===== config.mk =====
export PLATFORM = sky130hd
export DESIGN_NAME = music_sequencer
export DESIGN_NICKNAME = d
export VERILOG_FILES = /design/src/rtl/music_pkg.sv /design/src/rtl/tempo_tick.sv /design/src/rtl/music_sequencer.sv
export SDC_FILE = /design/constraint.sdc
export NUM_CORES = 1
export LEC_CHECK = 0
export ABC_AREA = 0
export BUFFER_PORTS_ARGS = -buffer_cell sky130_fd_sc_hd__buf_4
export CORE_MARGIN = 3
export CORE_UTILIZATION = 30
export CTS_CLUSTER_SIZE = 40
export DETAILED_ROUTE_END_ITERATION = 7
export GPL_TIMING_DRIVEN = 0
export SYNTH_ARGS = -nofsm -noshare
export SYNTH_HDL_FRONTEND = slang
export SYNTH_SLANG_ARGS = --single-unit
export TNS_END_PERCENT = 5

===== constraint.sdc =====
create_clock -name i_Clk -period 4.15 [get_ports i_Clk]
set_input_delay 0.83 -clock i_Clk [delete_from_list [all_inputs] [get_ports i_Clk]]
set_output_delay 0.83 -clock i_Clk [all_outputs]
set_load 0.05 [all_outputs]

===== src/rtl/music_pkg.sv =====
// Shared definitions for the BRAM music player: note codes, sequencer states
// and the layout of a song ROM word.
package music_pkg;

  localparam logic [7:0] NOTE_A    = 8'h61;
  localparam logic [7:0] NOTE_B    = 8'h62;
  localparam logic [7:0] NOTE_C    = 8'h63;
  localparam logic [7:0] NOTE_D    = 8'h64;
  localparam logic [7:0] NOTE_E    = 8'h65;
  localparam logic [7:0] NOTE_F    = 8'h66;
  localparam logic [7:0] NOTE_G    = 8'h67;
  localparam logic [7:0] NOTE_AS   = 8'h41;
  localparam logic [7:0] NOTE_CS   = 8'h43;
  localparam logic [7:0] NOTE_DS   = 8'h44;
  localparam logic [7:0] NOTE_FS   = 8'h46;
  localparam logic [7:0] NOTE_GS   = 8'h47;
  localparam logic [7:0] NOTE_REST = 8'h00;
  localparam logic [7:0] NOTE_END  = 8'hFF;

  localparam int unsigned ROM_W  = 16;
  localparam int unsigned CODE_W = 8;
  localparam int unsigned DUR_W  = 8;

  typedef enum logic [2:0] {
    IDLE  = 3'd0,
    FETCH = 3'd1,
    LOAD  = 3'd2,
    PLAY  = 3'd3,
    GAP   = 3'd4,
    PAUSE = 3'd5,
    DONE  = 3'd6
  } state_t;

  // Song word: note code in the upper byte, duration in ticks in the lower byte.
  typedef struct packed {
    logic [CODE_W-1:0] code;
    logic [DUR_W-1:0]  dur;
  } rom_word_t;

endpackage


===== src/rtl/tempo_tick.sv =====
// Tempo prescaler: emits a one-cycle tick every TICK_DIV enabled cycles.
module tempo_tick #(
  parameter int unsigned TICK_DIV = 3125000
) (
  input  logic i_Clk,
  input  logic i_Rst_L,
  input  logic i_Clr,
  input  logic i_En,
  output logic o_Tick
);

  localparam int unsigned CNT_W = (TICK_DIV > 1) ? $clog2(TICK_DIV) : 1;
  localparam logic [CNT_W-1:0] CNT_LAST = CNT_W'(TICK_DIV - 1);

  logic [CNT_W-1:0] cnt;

  always_ff @(posedge i_Clk or negedge i_Rst_L) begin
    if (!i_Rst_L) begin
      cnt <= '0;
    end else if (i_Clr) begin
      cnt <= '0;
    end else if (i_En) begin
      cnt <= (cnt == CNT_LAST) ? '0 : cnt + CNT_W'(1);
    end
  end

  // Tick marks the last cycle of each period so the caller can act on that same edge.
  assign o_Tick = i_En && (cnt == CNT_LAST);

endmodule


===== src/rtl/music_sequencer.sv =====
// Song-level controller: walks the song BRAM and presents each note to the tone
// generator for its programmed number of tempo ticks, with play/pause/stop/loop.
module music_sequencer
  import music_pkg::*;
#(
  parameter int unsigned ADDR_W   = 4,
  parameter int unsigned TICK_DIV = 3125000,
  parameter int unsigned GAP_CYC  = 250000
) (
  input  logic              i_Clk,
  input  logic              i_Rst_L,
  input  logic              i_Play,
  input  logic              i_Pause,
  input  logic              i_Stop,
  input  logic              i_Loop,
  output logic [ADDR_W-1:0] o_ROM_Addr,
  input  logic [ROM_W-1:0]  i_ROM_Data,
  output logic [7:0]        o_Note,
  output logic              o_Music_En,
  output logic              o_Busy,
  output logic              o_Done
);

  localparam int unsigned GAP_W = $clog2(GAP_CYC + 1);
  localparam logic [GAP_W-1:0]  GAP_LAST  = GAP_W'(GAP_CYC - 1);
  localparam logic [ADDR_W-1:0] ADDR_LAST = '1;

  state_t           state;
  state_t           state_nxt;
  state_t           saved;
  logic [DUR_W-1:0] dur;
  logic [GAP_W-1:0] gap_cnt;
  logic             tick;
  logic             play_end;
  logic             gap_end;
  logic             is_end;
  logic             music_en_d;
  logic             busy_d;
  logic             done_d;
  rom_word_t        word;

  assign word     = rom_word_t'(i_ROM_Data);
  assign is_end   = (word.code == NOTE_END);
  assign play_end = tick && (dur == DUR_W'(1));
  assign gap_end  = (gap_cnt == GAP_LAST);

  tempo_tick #(
    .TICK_DIV (TICK_DIV)
  ) u_tempo_tick (
    .i_Clk   (i_Clk),
    .i_Rst_L (i_Rst_L),
    .i_Clr   (i_Stop || (state == LOAD)),
    .i_En    (state == PLAY),
    .o_Tick  (tick)
  );

  always_ff @(posedge i_Clk or negedge i_Rst_L) begin
    if (!i_Rst_L) begin
      state <= IDLE;
    end else begin
      state <= state_nxt;
    end
  end

  // Pause is too late on the final cycle of a note or gap; that edge completes normally.
  always_comb begin
    state_nxt = state;
    if (i_Stop) begin
      state_nxt = IDLE;
    end else begin
      unique case (state)
        IDLE:    if (i_Play) state_nxt = FETCH;
        FETCH:   state_nxt = LOAD;
        LOAD: begin
          if (!is_end)                            state_nxt = PLAY;
          else if ((o_ROM_Addr != '0) && i_Loop)  state_nxt = FETCH;
          else                                    state_nxt = DONE;
        end
        PLAY: begin
          if (play_end)     state_nxt = GAP;
          else if (i_Pause) state_nxt = PAUSE;
        end
        GAP: begin
          if (gap_end)      state_nxt = ((o_ROM_Addr == ADDR_LAST) && !i_Loop) ? DONE : FETCH;
          else if (i_Pause) state_nxt = PAUSE;
        end
        PAUSE:   if (i_Play) state_nxt = saved;
        DONE:    if (i_Play) state_nxt = FETCH;
        default: state_nxt = IDLE;
      endcase
    end
  end

  always_comb begin
    music_en_d = (state_nxt == PLAY);
    busy_d     = (state_nxt != IDLE) && (state_nxt != DONE);
    done_d     = (state_nxt == DONE) && (state != DONE);
  end

  always_ff @(posedge i_Clk or negedge i_Rst_L) begin
    if (!i_Rst_L) begin
      o_ROM_Addr <= '0;
      o_Note     <= NOTE_REST;
      o_Music_En <= 1'b0;
      o_Busy     <= 1'b0;
      o_Done     <= 1'b0;
      dur        <= '0;
      gap_cnt    <= '0;
      saved      <= IDLE;
    end else begin
      o_Music_En <= music_en_d;
      o_Busy     <= busy_d;
      o_Done     <= done_d;
      if (i_Stop) begin
        o_ROM_Addr <= '0;
        o_Note     <= NOTE_REST;
        dur        <= '0;
        gap_cnt    <= '0;
        saved      <= IDLE;
      end else begin
        unique case (state)
          IDLE, DONE: if (i_Play) o_ROM_Addr <= '0;
          LOAD: begin
            if (is_end) begin
              if (state_nxt == FETCH) o_ROM_Addr <= '0;
            end else begin
              o_Note <= word.code;
              dur    <= (word.dur == '0) ? DUR_W'(1) : word.dur;
            end
          end
          PLAY: begin
            if (tick)                 dur   <= dur - DUR_W'(1);
            if (state_nxt == PAUSE)   saved <= PLAY;
          end
          GAP: begin
            if (gap_end) begin
              gap_cnt <= '0;
              if (o_ROM_Addr != ADDR_LAST) o_ROM_Addr <= o_ROM_Addr + ADDR_W'(1);
              else if (i_Loop)             o_ROM_Addr <= '0;
            end else begin
              gap_cnt <= gap_cnt + GAP_W'(1);
            end
            if (state_nxt == PAUSE) saved <= GAP;
          end
          default: ;
        endcase
        if (state_nxt == DONE) o_Note <= NOTE_REST;
      end
    end
  end

endmodule


==> reports/metrics.csv <==
stage,metric,value,unit
run_status,status,completed,
global_routing,antenna_found_initial,0,
yosys,seq_area_frac_synth,42.94,%
power_and_ir_drop,p_total,1.823,mW
clock_tree,clkLatencyLatePin,0.33,ns
clock_tree,hold_buffers,0,
hold_path,min_path_type,register to register,
critical_path,crit_path_start_kind,register,
global_routing,overflow,0,
critical_path,crit_path_start,state[2]$_DFF_PN0_,
clock_tree,clk_path_buf_depth,2,
die,chipHeight,120.9,um
critical_path,critPathArrivalTime,3.25,ns
cells_and_area,drive_above_1_share,13.86,%
yosys,yosys_warnings,0,
yosys,yosysMostFrequentCell,dfrtp_1,
yosys,synth_top_area_share,42.94,%
critical_path,criticalPathCategory,register to register,
critical_path,crit_required,4.42,ns
cells_and_area,nFillCells,1284,
yosys,synth_cell_types,65,
die,die_x,120.9,um
placed_design,placed_cell_area,4441,sq um
cells_and_area,final_util,36.99,%
timing,relSlewSlack,33.44,%
hold_path,min-delay-start,u_tempo_tick.cnt[1]$_DFFE_PN0P_,
routing,wl_per_cell,14.62,um
global_routing,grt_pass1_vias,3583,
routing,ant_nets,0,
clock_tree,post-cts-setup-buffers,0,
die,dieArea,14620,sq um
yosys,synthTopCellsByArea,"dfrtp_1 43%, o21ai_0 5.4%, nor2_1 5.0%",
timing,tightest_slew,0.9962,ns
yosys,syn_area_per_cell,8.728,sq um
timing,finalClockSkew,0.005188,ns
clock_tree,cts.sinks,68,
yosys,synthesis.area,3963,sq um
clock_tree,cts_max_level,3,
routing,vias_per_cell,5.199,
timing,setup_viol_count_final,0,
job,maxCapViolations,0,
critical_path,crit_slowest_cell,nor3b_1,
cells_and_area,nNetsFinal,528,
yosys,synth_ff_type,dfrtp_1,
placed_design,dp_hpwl,7053,um
routing,drt_iter0_markers,251,
routing,firstDrtPassIters,4,
critical_path,crit_chain,buf_2 -> nor3b_1 -> o21ai_2 -> o21ai_1 -> o21ai_1 -> buf_2 -> a2111oi_1 -> a21o_1,
critical_path,cp_top_family,compound AO/OA/AOI/OAI gates,
die,rows,41,
critical_path,path_buf_inv,2,
timing,clock.fmax,0.3355,GHz
critical_path,worstPathMaxFanout,10,
global_routing,grt_usage,14.54,%
yosys,synthArstFlopShare,100.0,%
yosys,syn_nets,482,
critical_path,end_kind,register,
routing,wl,9901,um
clock_tree,cts-root-buf,clkbuf_16,
yosys,ys_seq_elements,68,
die,initial_core_util,31.02,%
routing,dr_total_vias,3520,
clock_tree,cts_resized,0,
clock_tree,clk_pin_slew,0.05,ns
power_and_ir_drop,cellPowerDensity,385.9,nW/um^2
cells_and_area,final_cell_area,4725,sq um
placed_design,place_congestion,0.8824,
routing,drc,0,
timing,grt_setup_unrepaired,false,
die,ios,37,
clock_tree,cts_tree,built,
timing,finalHoldViolations,0,
yosys,synth_top_area_cell,dfrtp_1,
clock_tree,cts_buffers,9,
timing,final.setup.tns,0,ns
placed_design,port-buffer-count,35,
global_routing,grt_pass1_wl,17350,um
die,coreArea,12770,sq um
global_routing,grt_max_degree,69,
cells_and_area,n_antenna_cell,0,
power_and_ir_drop,power_leakage,2.105,nW
critical_path,r2r-start,state[2]$_DFF_PN0_,
timing,period_share,71.81,%
timing,period_minus_slack,2.980,ns
timing,finalMaxSlewViolations,0,
critical_path,critPathMaxStageDelay,0.83,ns
yosys,synthTopCellsByCount,"68 x dfrtp_1, 53 x nor2_1, 49 x nand2_1",
yosys,synth_edf_count,0,
cells_and_area,syn2layout_area_growth,19.23,%
power_and_ir_drop,vdd_drop_max,0.1889,mV
yosys,syn_inst,454,
==> metal layers <==
metal,share of wire [%],GRT usage [%]
met1,47,19.45
met2,48,22.92
met3,4.5,4.382
met4,1.1,3.824
met5,0,0
==> final cells by class <==
cell class	count	area [sq um]	area share (%)
clock buffer	10	229.0	4.846
timing repair buffer	35	262.8	5.561
inverter	15	56.30	1.192
sequential	68	1702	36.02
tap	172	215.2	4.555
multi-input combinational	356	2142	45.34
clock inverter	6	55.05	1.165
buffer	15	62.56	1.324
==> tightest hold or removal path, delay by kind of cell (launching register included) <==
| kind | cells | cell delay (ns) |
|---|---|---|
| compound gates | 1 | 0.06 |
| simple gates | 1 | 0.05 |
| flops | 1 | 0.36 |
==> power by group <==
part / leakage [nW] / switching (mW) / internal (mW)
combinational: 1.02 / 0.229 / 0.122
clock: 0.146 / 0.284 / 0.459
sequential: 0.941 / 0.0309 / 0.698
total: 2.11 / 0.544 / 1.28
==> final timing paths <==
kind / cells after the start / slack, ns / endpoint
worst min-delay path: 2 / 0.50 / u_tempo_tick.cnt[1]$_DFFE_PN0P_
min in group asynchronous: 1 / 0.61 / gap_cnt[7]$_DFFE_PN0N_
worst min register to register: 2 / 0.50 / u_tempo_tick.cnt[1]$_DFFE_PN0P_
max in group asynchronous: 1 / 2.96 / gap_cnt[0]$_DFFE_PN0N_
worst max-delay path: 8 / 1.17 / dur[1]$_DFFE_PN0P_
worst max register to register: 8 / 1.17 / dur[1]$_DFFE_PN0P_
==> cell families (layout without fill, tap and decap cells) <==
group,after synthesis,in the layout,synth area share (%)
compound gates,105,105,16.80
xor+xnor,18,18,3.978
fa+ha+maj,6,6,1.894
buf+inv,30,81,3.000
mux,11,11,2.810
simple gates,216,216,28.58
flops,68,68,42.94
==> layout by cell type (no fill, tap or decap), types with 6 or more instances in the layout <==
master     instances
ha_1               6
nand4_1           10
nand3_1           25
mux2i_1           10
clkbuf_16          9
a21oi_1           20
dfrtp_1           68
and4_1             6
nand2_1           49
o21ai_0           43
inv_1             15
and3_1            12
xor2_1            10
nor2_1            53
nand2b_1           8
clkbuf_1          11
nor3_1            13
buf_4             35
xnor2_1            8
==> metrics by stage <==
step	hold WS (ns)	instances	worst slack (ns)
after global routing	0.5398	677	0.9349
final	0.5045	677	1.170
after global placement	0.4899	661	1.040
after floorplan	0.4578	454	1.265
after detailed placement	0.4851	661	1.025
after CTS	0.5058	677	1.174
==> flip-flops by register name (all words and copies together) (netlist names) <==
signal and flops:
o_Busy 1, gap_cnt 18, u_tempo_tick.cnt 22, saved 2, o_Done 1, dur 8
state 3, o_ROM_Addr 4, o_Note 8, o_Music_En 1
Note: power is estimated with default switching activity, not from simulation.
